**config.mk**
```make
export PLATFORM = sky130hd
export DESIGN_NAME = mem_arbiter
export DESIGN_NICKNAME = d
export VERILOG_FILES = /design/src/rtl/mem_arb_pkg.sv /design/src/rtl/mem_arb_grant.sv /design/src/rtl/mem_arbiter.sv
export SDC_FILE = /design/constraint.sdc
export NUM_CORES = 1
export LEC_CHECK = 0
export CORE_MARGIN = 2
export CORE_UTILIZATION = 35
export DETAILED_ROUTE_END_ITERATION = 6
export PLACE_DENSITY = 0.74
export SLEW_MARGIN = 20
export SYNTH_ARGS = -nofsm -noshare
export SYNTH_HDL_FRONTEND = slang
export SYNTH_HIERARCHICAL = 1
export SYNTH_SLANG_ARGS = --single-unit
```
**constraint.sdc**
```tcl
create_clock -name clk -period 3.3 [get_ports clk]
set_clock_uncertainty 0.05 [all_clocks]
set_input_delay 0.33 -clock clk [delete_from_list [all_inputs] [get_ports clk]]
set_output_delay 0.33 -clock clk [all_outputs]
set_load 0.005 [all_outputs]
```
**src/rtl/mem_arb_pkg.sv**
```systemverilog
// mem_arb_pkg: shared types and helpers for the IF/LS memory arbiter.
//   op_size_t     - access size encoding presented to external_memory
//   arb_state_t   - arbiter FSM states
//   port_t        - requester identity recorded with each accepted request
//   is_misaligned - alignment / illegal-size check on the low address bits
package mem_arb_pkg;

  typedef enum logic [1:0] {
    SIZE_BYTE    = 2'd0,
    SIZE_HALF    = 2'd1,
    SIZE_WORD    = 2'd2,
    SIZE_ILLEGAL = 2'd3
  } op_size_t;

  typedef enum logic [1:0] {
    ST_IDLE    = 2'd0,
    ST_ACCESS  = 2'd1,
    ST_RESPOND = 2'd2
  } arb_state_t;

  typedef enum logic {
    PORT_IF = 1'b0,
    PORT_LS = 1'b1
  } port_t;

  // Only the two low address bits can make an access misaligned, so only
  // those are passed in.
  function automatic logic is_misaligned(input op_size_t size, input logic [1:0] addr);
    case (size)
      SIZE_HALF:    return addr[0];
      SIZE_WORD:    return addr != 2'b00;
      SIZE_ILLEGAL: return 1'b1;
      default:      return 1'b0;
    endcase
  endfunction

endpackage

```
**src/rtl/mem_arb_grant.sv**
```systemverilog
// mem_arb_grant: priority + starvation-override grant logic.
//   clk, reset_n   - clock, synchronous active-low reset
//   if_req, ls_req - raw requests from the two ports
//   accept_en      - high in cycles where the arbiter may accept a request
//   grant          - one-hot grant, bit 0 = IF, bit 1 = LS (combinational)
// stall_cnt counts consecutive contested losses of the non-preferred port.
// When it reaches MAX_STALL the non-preferred port wins the next contested
// cycle, which clears the count. Uncontested cycles leave it untouched.
module mem_arb_grant
  import mem_arb_pkg::*;
#(
  parameter int LS_PRIORITY = 1,
  parameter int MAX_STALL   = 4
) (
  input  logic       clk,
  input  logic       reset_n,
  input  logic       if_req,
  input  logic       ls_req,
  input  logic       accept_en,
  output logic [1:0] grant
);

  localparam int CW = (MAX_STALL > 0) ? $clog2(MAX_STALL + 1) : 1;

  logic [CW-1:0] stall_cnt;
  logic          contested;
  logic          starved;
  logic          ls_wins;

  assign contested = if_req && ls_req;
  assign starved   = (stall_cnt == CW'(MAX_STALL));

  always_comb begin
    grant   = 2'b00;
    ls_wins = 1'b0;
    if (accept_en) begin
      if (contested) begin
        // Preferred port wins unless the other one has been starved.
        ls_wins = (LS_PRIORITY != 0) ? !starved : starved;
        grant   = ls_wins ? 2'b10 : 2'b01;
      end else begin
        grant = {ls_req, if_req};
      end
    end
  end

  // A contested cycle with the counter saturated is exactly the cycle the
  // non-preferred port wins, so that is where it clears.
  always_ff @(posedge clk) begin
    if (!reset_n) begin
      stall_cnt <= '0;
    end else if (accept_en && contested) begin
      if (starved) stall_cnt <= '0;
      else         stall_cnt <= stall_cnt + CW'(1);
    end
  end

endmodule

```
**src/rtl/mem_arbiter.sv**
```systemverilog
// mem_arbiter: shares one external_memory between instruction fetch (IF)
// and load/store (LS). One request in flight; one memory cycle per access.
//   clk, reset_n          - clock, synchronous active-low reset
//   if_req/if_addr        - IF request (word reads only), held until if_ack
//   if_ack, if_rsp_*      - IF accept pulse and registered response
//   ls_req/ls_write/ls_size/ls_addr/ls_wdata - LS request, held until ls_ack
//   ls_ack, ls_rsp_*      - LS accept pulse and registered response
//   mem_*                 - external_memory port
// Handshake: a request is accepted in the cycle where req and the matching
// ack are both high (ack is combinational, IDLE/RESPOND only); a request
// dropped before its ack is simply withdrawn. Each *_rsp_valid is a single
// cycle strobe and the response fields hold until the next response.
module mem_arbiter
  import mem_arb_pkg::*;
#(
  parameter int LS_PRIORITY = 1,
  parameter int MAX_STALL   = 4
) (
  input  logic        clk,
  input  logic        reset_n,
  input  logic        if_req,
  input  logic [31:0] if_addr,
  output logic        if_ack,
  output logic        if_rsp_valid,
  output logic [31:0] if_rsp_data,
  output logic        if_rsp_fault,
  input  logic        ls_req,
  input  logic        ls_write,
  input  logic [1:0]  ls_size,
  input  logic [31:0] ls_addr,
  input  logic [31:0] ls_wdata,
  output logic        ls_ack,
  output logic        ls_rsp_valid,
  output logic [31:0] ls_rsp_data,
  output logic        ls_rsp_fault,
  output logic        ls_rsp_misaligned,
  output logic        mem_enable,
  output logic        mem_is_write,
  output logic [1:0]  mem_op_size,
  output logic [31:0] mem_addr,
  output logic [31:0] mem_in,
  input  logic [31:0] mem_out,
  input  logic        mem_access_fault
);

  arb_state_t  state;
  port_t       req_port;
  logic        req_write;
  op_size_t    req_size;
  logic [31:0] req_addr;
  logic [31:0] req_wdata;

  logic        accept_en;
  logic [1:0]  grant;

  port_t       acc_port;
  logic        acc_write;
  op_size_t    acc_size;
  logic [31:0] acc_addr;
  logic [31:0] acc_wdata;
  logic        acc_misaligned;

  assign accept_en = (state != ST_ACCESS);

  mem_arb_grant #(
    .LS_PRIORITY (LS_PRIORITY),
    .MAX_STALL   (MAX_STALL)
  ) u_grant (
    .clk       (clk),
    .reset_n   (reset_n),
    .if_req    (if_req),
    .ls_req    (ls_req),
    .accept_en (accept_en),
    .grant     (grant)
  );

  assign if_ack = grant[0];
  assign ls_ack = grant[1];

  // Fields of whichever request is being accepted this cycle. IF is
  // always a word read with no store data.
  always_comb begin
    acc_port  = PORT_IF;
    acc_write = 1'b0;
    acc_size  = SIZE_WORD;
    acc_addr  = if_addr;
    acc_wdata = '0;
    if (grant[1]) begin
      acc_port  = PORT_LS;
      acc_write = ls_write;
      acc_size  = op_size_t'(ls_size);
      acc_addr  = ls_addr;
      acc_wdata = ls_wdata;
    end
    acc_misaligned = is_misaligned(acc_size, acc_addr[1:0]);
  end

  assign mem_enable   = (state == ST_ACCESS);
  assign mem_is_write = req_write;
  assign mem_op_size  = req_size;
  assign mem_addr     = req_addr;
  assign mem_in       = req_wdata;

  always_ff @(posedge clk) begin
    if (!reset_n) begin
      state             <= ST_IDLE;
      req_port          <= PORT_IF;
      req_write         <= 1'b0;
      req_size          <= SIZE_BYTE;
      req_addr          <= '0;
      req_wdata         <= '0;
      if_rsp_valid      <= 1'b0;
      if_rsp_data       <= '0;
      if_rsp_fault      <= 1'b0;
      ls_rsp_valid      <= 1'b0;
      ls_rsp_data       <= '0;
      ls_rsp_fault      <= 1'b0;
      ls_rsp_misaligned <= 1'b0;
    end else begin
      if_rsp_valid <= 1'b0;
      ls_rsp_valid <= 1'b0;
      case (state)
        ST_ACCESS: begin
          state <= ST_RESPOND;
          if (req_port == PORT_LS) begin
            ls_rsp_valid      <= 1'b1;
            ls_rsp_data       <= req_write ? 32'd0 : mem_out;
            ls_rsp_fault      <= mem_access_fault;
            ls_rsp_misaligned <= 1'b0;
          end else begin
            if_rsp_valid <= 1'b1;
            if_rsp_data  <= mem_out;
            if_rsp_fault <= mem_access_fault;
          end
        end
        default: begin
          if (grant != 2'b00) begin
            req_port  <= acc_port;
            req_write <= acc_write;
            req_size  <= acc_size;
            req_addr  <= acc_addr;
            req_wdata <= acc_wdata;
            if (acc_misaligned) begin
              // Rejected locally: answer next cycle, never touch memory.
              state <= ST_RESPOND;
              if (acc_port == PORT_LS) begin
                ls_rsp_valid      <= 1'b1;
                ls_rsp_data       <= '0;
                ls_rsp_fault      <= 1'b0;
                ls_rsp_misaligned <= 1'b1;
              end else begin
                if_rsp_valid <= 1'b1;
                if_rsp_data  <= '0;
                if_rsp_fault <= 1'b1;
              end
            end else begin
              state <= ST_ACCESS;
            end
          end else begin
            state <= ST_IDLE;
          end
        end
      endcase
    end
  end

endmodule

```
# Word-level counts from Yosys, hierarchy flattened
# Cells that the tools add are included.
# W data, S select, Z words.
dict set report word_totals {
  ff_bits 142
  latchBits 0
  ram_bits 0
  romBits 0
  output_inout_bits 139
  mem_count 0
}
dict set report classes {
  addsub 1
  n_mul 0
  n_div 0
  order_cmp 0
  n_eq_ne 9
  shift 0
  muxes 49
  n_bitwise 3
  reduce_logical 11
}
# cell n
set ops {}
lappend ops {{$mux W32} 13}
lappend ops {{$mux W1} 27}
lappend ops {{$mux W2} 7}
lappend ops {{$reduce_bool A2 Y1} 5}
lappend ops {{$reduce_and A4 Y1} 2}
lappend ops {{$eq A2 B1 Y1 const B} 2}
lappend ops {{$eq A2 B2 Y1 const B} 2}
lappend ops {{$ne A2 B1 Y1 const B} 2}
lappend ops {{$ne A2 B2 Y1 const B} 2}
lappend ops {{$add A3 B1 Y3 const B} 1}
lappend ops {{$eq A3 B3 Y1 const B} 1}
lappend ops {{$mux W3} 1}
lappend ops {{$not A1 Y1} 3}
lappend ops {{$pmux W1 S3} 1}
lappend ops {{$reduce_or A3 Y1} 1}
lappend ops {{$logic_and A1 B1 Y1} 2}
lappend ops {{$reduce_and A2 Y1} 1}

# Depth between registers and ports, before layout
# Gate-level depths: netlist of the first run.
dict set report logic_depth {
  depth_word 10
  depth_mapped 12
  mapped_depth_nobuf 7
}

# By module
# The synthesis of the first run kept the hierarchy.
# mod instances cells_each area_per_inst_um2 seq_area_each_um2
set by_module_without_submodules {}
lappend by_module_without_submodules {mem_arbiter 1 571 5775.5 2782.7}
lappend by_module_without_submodules {mem_arb_grant 1 24 195.2 60.1}

# Worst setup path after synthesis of the first run
# OpenSTA, ideal clock, no wires.
dict set report synth_timing {
  kind {flip-flop to flip-flop}
  start {register state[0]}
  end {register req_addr[13] (netlist: mem_addr[13])}
  setup_ns 0.116
  arrival_ns 2.271
  path_slack_ns 0.863
  path_stages_with_launch 13
  n_path_buf 5
  period_less_slack_ns 2.437
  path_cell_list {dfxtp_1 -> nor2b_1 -> buf_2 -> inv_4 -> clkbuf_1 -> nand2_1 -> a31oi_1 -> buf_2 -> buf_4 -> buf_4 -> mux2i_1 -> nand3_1 -> o211a_1}
}
dict set report synth_between {
  elab_chain_len 4
}
# element line
set synth_rtl {}
lappend synth_rtl {{start, declared} mem_arbiter.sv:46} ;# arb_state_t state;
lappend synth_rtl {{start signal, assigned} mem_arbiter.sv:106} ;# state <= ST_IDLE;
lappend synth_rtl {{start signal, assigned} mem_arbiter.sv:124} ;# state <= ST_RESPOND;
lappend synth_rtl {{start signal, assigned} mem_arbiter.sv:145} ;# state <= ST_RESPOND;
lappend synth_rtl {{$ne A2 B1 Y1 *} mem_arbiter.sv:63} ;# assign accept_en = (state != ST_ACCESS);
lappend synth_rtl {{net accept_en} mem_arbiter.sv:53} ;# logic accept_en;
lappend synth_rtl {{$mux W2 *} mem_arb_grant.sv:36} ;# if (accept_en) begin
lappend synth_rtl {{net ls_ack} mem_arbiter.sv:32} ;# output logic ls_ack,
lappend synth_rtl {{$reduce_bool A2 Y1} mem_arbiter.sv:137} ;# if (grant != 2'b00) begin
lappend synth_rtl {{$reduce_and A2 Y1 (no source line)} -}
lappend synth_rtl {{end signal, assigned} mem_arbiter.sv:141} ;# req_addr <= acc_addr;
lappend synth_rtl {{end, declared} mem_arbiter.sv:50} ;# logic [31:0] req_addr;
# Mark *: on every way through the listed nets, which the timed path passes. The rest lies on a longest branch.
# A chain may end at the register's enable or synchronous reset.

# Worst setup path in the final report of the first run
dict set report layout_timing {
  start {register state[0]}
  end {output port mem_enable}
}
dict set report layout_between {
  elab_chain_len 1
}
# element line
set layout_rtl {}
lappend layout_rtl {{$eq A2 B1 Y1} mem_arbiter.sv:98} ;# assign mem_enable = (state == ST_ACCESS);
lappend layout_rtl {{end, declared} mem_arbiter.sv:37} ;# output logic mem_enable,
# No other way between the ends.

==> results of run 1 <==
==> cells by family (layout without fill, tap and decap cells) <==
group | count (synthesis) | count (layout) | share of synthesized area (%)
buffers and inverters | 72 | 321 | 5.62
DFF | 142 | 142 | 47.6
muxes | 32 | 32 | 5.36
adders and majority gates | 2 | 2 | 0.419
AOI/OAI and AO/OA | 218 | 218 | 30.1
and+or+nand+nor | 129 | 129 | 10.9
==> sequential cells by signal, indices dropped and copies added, names as in the netlist, 2 cells and up <==
| register | count |
|---|---|
| ls_rsp_data | 32 |
| if_rsp_data | 32 |
| state | 2 |
| mem_addr | 32 |
| mem_in | 32 |
| u_grant/stall_cnt | 3 |
| mem_op_size | 2 |
==> how the worst max path moves through the flow <==
stage | start | end | slack, ps
floorplan | state[0] | mem_addr[13] | 860
global placement | state[1] | ls_rsp_data[16] | 710
detailed placement | ls_req | mem_in[1] | 650
CTS | state[0] | mem_enable | 640
global route | state[0] | mem_enable | 530
finish | state[0] | mem_enable | 650
==> power by group through the flow <==
stage	registers [uW]	clock network [uW]	logic, uW
after floorplan	1900	0	308
after global placement	1890	0	742
after detailed placement	1900	0	746
after CTS	1860	2040	750
after global routing	1870	2110	802
final	1860	2000	741
==> metal layers <==
metal	GRT usage (%)	vias to the layer above	part of all wire, %
met2	33.2	191	48
met4	7.43	0	2.1
met1	24.6	2715	43
li1	-	2727	-
met5	0	-	0
met3	6.04	25	6.7
==> stage by stage <==
step	util, %	setup slack, ps	hold WS (ps)
floorplan	-	863	406
detailed placement	52.9	653	416
global route	56.6	531	443
global placement	52.9	707	406
CTS	56.6	640	423
finish	56.6	650	423
==> synthesized netlist by cell type <==
master and instances:
inv_1 2, inv_4 1, nor2b_1 2, or3_1 2, nand2_1 40, o21ai_1 3, nor2_1 3, o311ai_0 6
a21bo_2 1, or3b_1 1, nand3_1 69, and3_4 1, and3_1 2, o21a_1 1, mux2i_1 32, a21o_1 1
nor3_4 1, a21boi_0 18, ha_1 2, a41oi_4 1, or3_4 1, o311ai_1 26, a31oi_1 1, a32o_2 29
and3b_1 1, nand3b_1 1, or2_1 1, clkbuf_1 40, a21oi_1 4, nor2_2 1, o221a_2 1, buf_6 3
nor3b_2 1, a21boi_2 2, a21boi_1 51, buf_2 23, o211a_1 32, a32o_1 4, nand4_1 1, o21ai_0 37
dfxtp_1 142, buf_4 3, nand3_2 1
==> final cells by class <==
| cell class | count | area [um^2] | share of cell area (%) |
|---|---|---|---|
| clock buffers | 20 | 457 | 4.85 |
| clock inverters | 12 | 160 | 1.70 |
| inverters | 3 | 13.8 | 0.146 |
| multi-input cells | 381 | 2830 | 30.0 |
| flip-flops and latches | 142 | 2840 | 30.2 |
| well taps | 220 | 275 | 2.92 |
| repair buffers | 286 | 2840 | 30.2 |
==> worst max-delay path, cell delays in order (launching register included) <==
cell and delay, ps:
dfxtp_1 380, nor2b_4 200, buf_4 620, clkdlybuf4s50_1 630
==> metrics.txt, run 1 <==
initial antenna violation count=0; final antenna-violating net count=0; Final Instance Area=0.00942 mm^2; clock sink total=142; Rel. slew slack=29.2%; Worst Hold End=ls_rsp_misaligned; R2R Path Start=state[1]; status=complete, no violations; Seq/Total Area, Yosys=47.6%; Worst R2R Path Depth=5; first-pass GRT wire length=29100 um; Pwr per Cell Area=488 mW/mm^2; Clock Path Buffers=2; Logic pwr share=16.1%; routed vias=5658; Int Pwr=3470 uW; max-slew violation count=0; CTS Buf Count=17; post-placement cell count=1032; final hold vios=0; total grt overflow=0; Worst-path clk slew=60 ps; post-route clock period utilization=80.3%; CP arrival=2270 ps; hold path start=ls_rsp_misaligned; Crit. End Element=primary output; share of Yosys cell area claimed by the top area cell type=47.6%; Final Power=4600 uW; drc violations=0; Setup Total Neg Slack=0 ps; WHS Path Cells=2; commonest non-fill, non-tap cells in the layout=clkdlybuf4s50_1 (273), dfxtp_1 (142), nand3_1 (69); #FFs+latches synth=142; Critical R2R Capture=ls_rsp_data[17]; gpl congestion=0.733; htree depth=4; number of global-route vias before repair=5520; Initial DRC Count=359; Fillers=1506; switching share of power=24.6%; die area=0.0181 mm^2; Clk pwr share=43.4%; # diodes=0; Max Clock Freq=377 MHz; worst min path class=reg2reg; Yosys warnings=6; VDD IR max=0.358 mV; Netlist cell types=43; R2R Setup Slk=760 ps; CP Class=reg2out; CP max FO=70; synthesized cell area=0.00597 mm^2; worst-skew pair later-pin latency=420 ps; core box area=0.0166 mm^2; commonest non-fill, non-tap cell in the layout=clkdlybuf4s50_1; slew at the pin with the worst max-slew slack=1060 ps; hpwl dp=12200 um; syn_area_per_cell=10.0 um^2; post-CTS setup buffers=0; unrepaired setup endpoints after global routing=false; MaxCap Viol Count=0; final non-filler cell total=1064; layout cell share with drive strength beyond 1=10.7%; CTS tree=yes; Final nets=969; largest net degree at the start of global routing=144; CTS hold repair buffers=0; Routed WL per cell=17.5 um; CTS resizes=0; Synth area leaders=dfxtp_1 (48%), a21boi_1 (6.4%), nand3_1 (5.8%); register share of total power=40.5%; Placement Cell Area=0.00880 mm^2; final WL=18600 um; die width=135 um; num ports=275; vias per std cell=5.32; Layout area overhead=57.8%; worst path required time=2920 ps; Setup-failing EPs final=0; Pre-antenna DRT Iters=6; crit path time final=2650 ps; Switching Power=1130 uW; Gate Count Post-Synth=595; Yosys top cell by area=dfxtp_1; die height=135 um; Rows=47; Synth Net Count=733; LEAKAGE=0.00379 uW; port bufs=274; crit start category=flip-flop; overall routing resource usage=20.0%; starting density of the core=35.9%; CTS root buf=clkbuf_16
(Power assumes the default switching activity.)
==> inputs of run 2 (changes only) <==
==> constraint.sdc (replaced) <==
create_clock -name clk -period 2.65 [get_ports clk]
set_clock_uncertainty 0.05 [all_clocks]
set_input_delay 0.265 -clock clk [delete_from_list [all_inputs] [get_ports clk]]
set_output_delay 0.265 -clock clk [all_outputs]
set_load 0.005 [all_outputs]
==> run 2 against run 1 <==
Core utilization increased by 0.41 points; die area did not move; wire length increased by 0.24%; clock-buffer cell count did not move; power increased by 23%; via count increased by 1.2%; first-iteration DRC count fell by 16%; largest power group unchanged.
==> metrics.txt, run 2 (synthesis results as in run 1) <==
critical path launch point=state[0]; die area=0.0181 mm^2; Final Power=5650 uW; Crit. End Element=primary output; CTS root buf=clkbuf_16; Placement Cell Area=0.00888 mm^2; hpwl dp=12400 um; Fin Hold WS=369 ps; core box area=0.0166 mm^2; LEAKAGE=0.00383 uW; Critical R2R Capture=ls_rsp_data[9]; die width=135 um; starting density of the core=35.9%; Worst-path clk slew=60 ps; critical path depth in cells=3; largest net degree at the start of global routing=86; Final Instance Area=0.00949 mm^2; total grt overflow=0; commonest non-fill, non-tap cells in the layout=clkdlybuf4s50_1 (273), dfxtp_1 (142), nand3_1 (69); unrepaired setup endpoints after global routing=false; Critical Path Sink=mem_enable; Pwr per Cell Area=596 mW/mm^2; slew at the pin with the worst max-slew slack=879 ps; Layout area overhead=58.9%; htree depth=4; crit start category=flip-flop; commonest non-fill, non-tap cell in the layout=clkdlybuf4s50_1; Setup Total Neg Slack=0 ps; vias per std cell=5.35; Cell Chain, Critical Path=nor2b_4 > buf_6 > clkdlybuf4s50_1; MaxCap Viol Count=0; num ports=275; Setup-failing EPs final=0; max-slew violation count=0; FF+latch area=0.00284 mm^2; CP max FO=70; CP Class=reg2out; CTS Buf Count=17; worst min path class=in2reg; gpl congestion=0.767; CTS tree=yes; Max Clock Freq=419 MHz; R2R Path Start=state[1]; post-route clock period utilization=90.0%; final WL=18600 um; VDD IR max=0.470 mV; final hold vios=0; CP peak stage delay=600 ps; Worst R2R Path Depth=6; CTS hold repair buffers=0; worst path required time=2340 ps; Routed WL per cell=17.4 um; Final nets=977; Pre-antenna DRT Iters=5; initial antenna violation count=0; Layout Utilization=57.0%; Fillers=1498; slowest stage cell, crit path=clkdlybuf4s50_1; Rel. slew slack=41.4%; Initial DRC Count=300; crit path time final=2390 ps; final antenna-violating net count=0; port bufs=274; # diodes=0; worst-skew pair later-pin latency=410 ps; status=complete, no violations; die height=135 um; Clock Path Buffers=2; number of global-route vias before repair=5596; top cell family by delay on the critical path=buffers and inverters; layout cell share with drive strength beyond 1=11.2%; routed vias=5727; Buf/Inv on CP=2; footprint of the multi-input gates=0.00283 mm^2; R2R Setup Slk=420 ps; drc violations=0; clock sink total=142; CP arrival=2070 ps; overall routing resource usage=20.4%; Rows=47; first-pass GRT wire length=29500 um
-- run 2: changes by cell type in the layout (fill, tap and decap cells not counted), sizes merged --
cell,previous run,this run
inv,5,3
clkinv,3,4
buf,13,21
-- run 2: power by group --
group	internal, uW	switching, uW
Sequential	2250	62.7
Combinational	550	399
Clock	1470	916
-- run 2: worst min-delay path, delay by kind of cell --
family	cells	cell delay [ps]
buffers and inverters	1	390
AOI/OAI and AO/OA	1	50
and+or+nand+nor	1	80
-- run 2: timing repair --
action | CTS | global route
buffers inserted | 0 | 2
gates resized for setup | 0 | 2
setup endpoints to repair | 0 | 3
-- run 2: final cells by class --
| class | count | area share, % |
|---|---|---|
| repair buffers | 294 | 31.0 |
| inverters | 3 | 0.145 |
| well taps | 220 | 2.90 |
| clock inverters | 11 | 1.52 |
| flip-flops and latches | 142 | 30.0 |
| clock buffers | 20 | 4.60 |
| multi-input cells | 381 | 29.8 |
-- run 2: worst min-delay path by stage --
stage	startpoint	to	slack [ps]	depth (start not counted)
2_1_floorplan	mem_out[16]	ls_rsp_data[16]	340	1
3_3_place_gp	ls_rsp_misaligned	ls_rsp_misaligned	410	2
3_5_place_dp	ls_rsp_misaligned	ls_rsp_misaligned	410	2
4_1_cts	ls_wdata[24]	mem_in[24]	350	3
5_1_grt	ls_wdata[8]	mem_in[8]	360	3
6_report	ls_wdata[24]	mem_in[24]	370	3
-- run 2: layer usage --
layer  wire length [um]  track usage (%)  vias up
li1                   -                -     2736
met4                450             7.72        0
met2               9150             33.4      207
met3               1330             6.34       30
met1               7680             25.1     2754
met5                  0                0        -
-- run 2: through the flow --
stage / instances / setup slack [ps]
CTS: 1069 / 22.2
global placement: 1038 / 331
floorplan: 595 / 213
detailed placement: 1038 / 280
finish: 1071 / 264
global route: 1071 / 142
==> inputs of run 3 (changes only) <==
--- a/config.mk
+++ b/config.mk
@@ -7,6 +7,7 @@
 export LEC_CHECK = 0
 export CORE_MARGIN = 2
 export CORE_UTILIZATION = 35
+export CTS_CLUSTER_SIZE = 30
 export DETAILED_ROUTE_END_ITERATION = 6
 export PLACE_DENSITY = 0.74
 export SLEW_MARGIN = 20
@@ -14,3 +15,4 @@
 export SYNTH_HDL_FRONTEND = slang
 export SYNTH_HIERARCHICAL = 1
 export SYNTH_SLANG_ARGS = --single-unit
+export TNS_END_PERCENT = 30
==> results of run 3 <==
Final layout, timing and power as in run 2 (identical DEF).
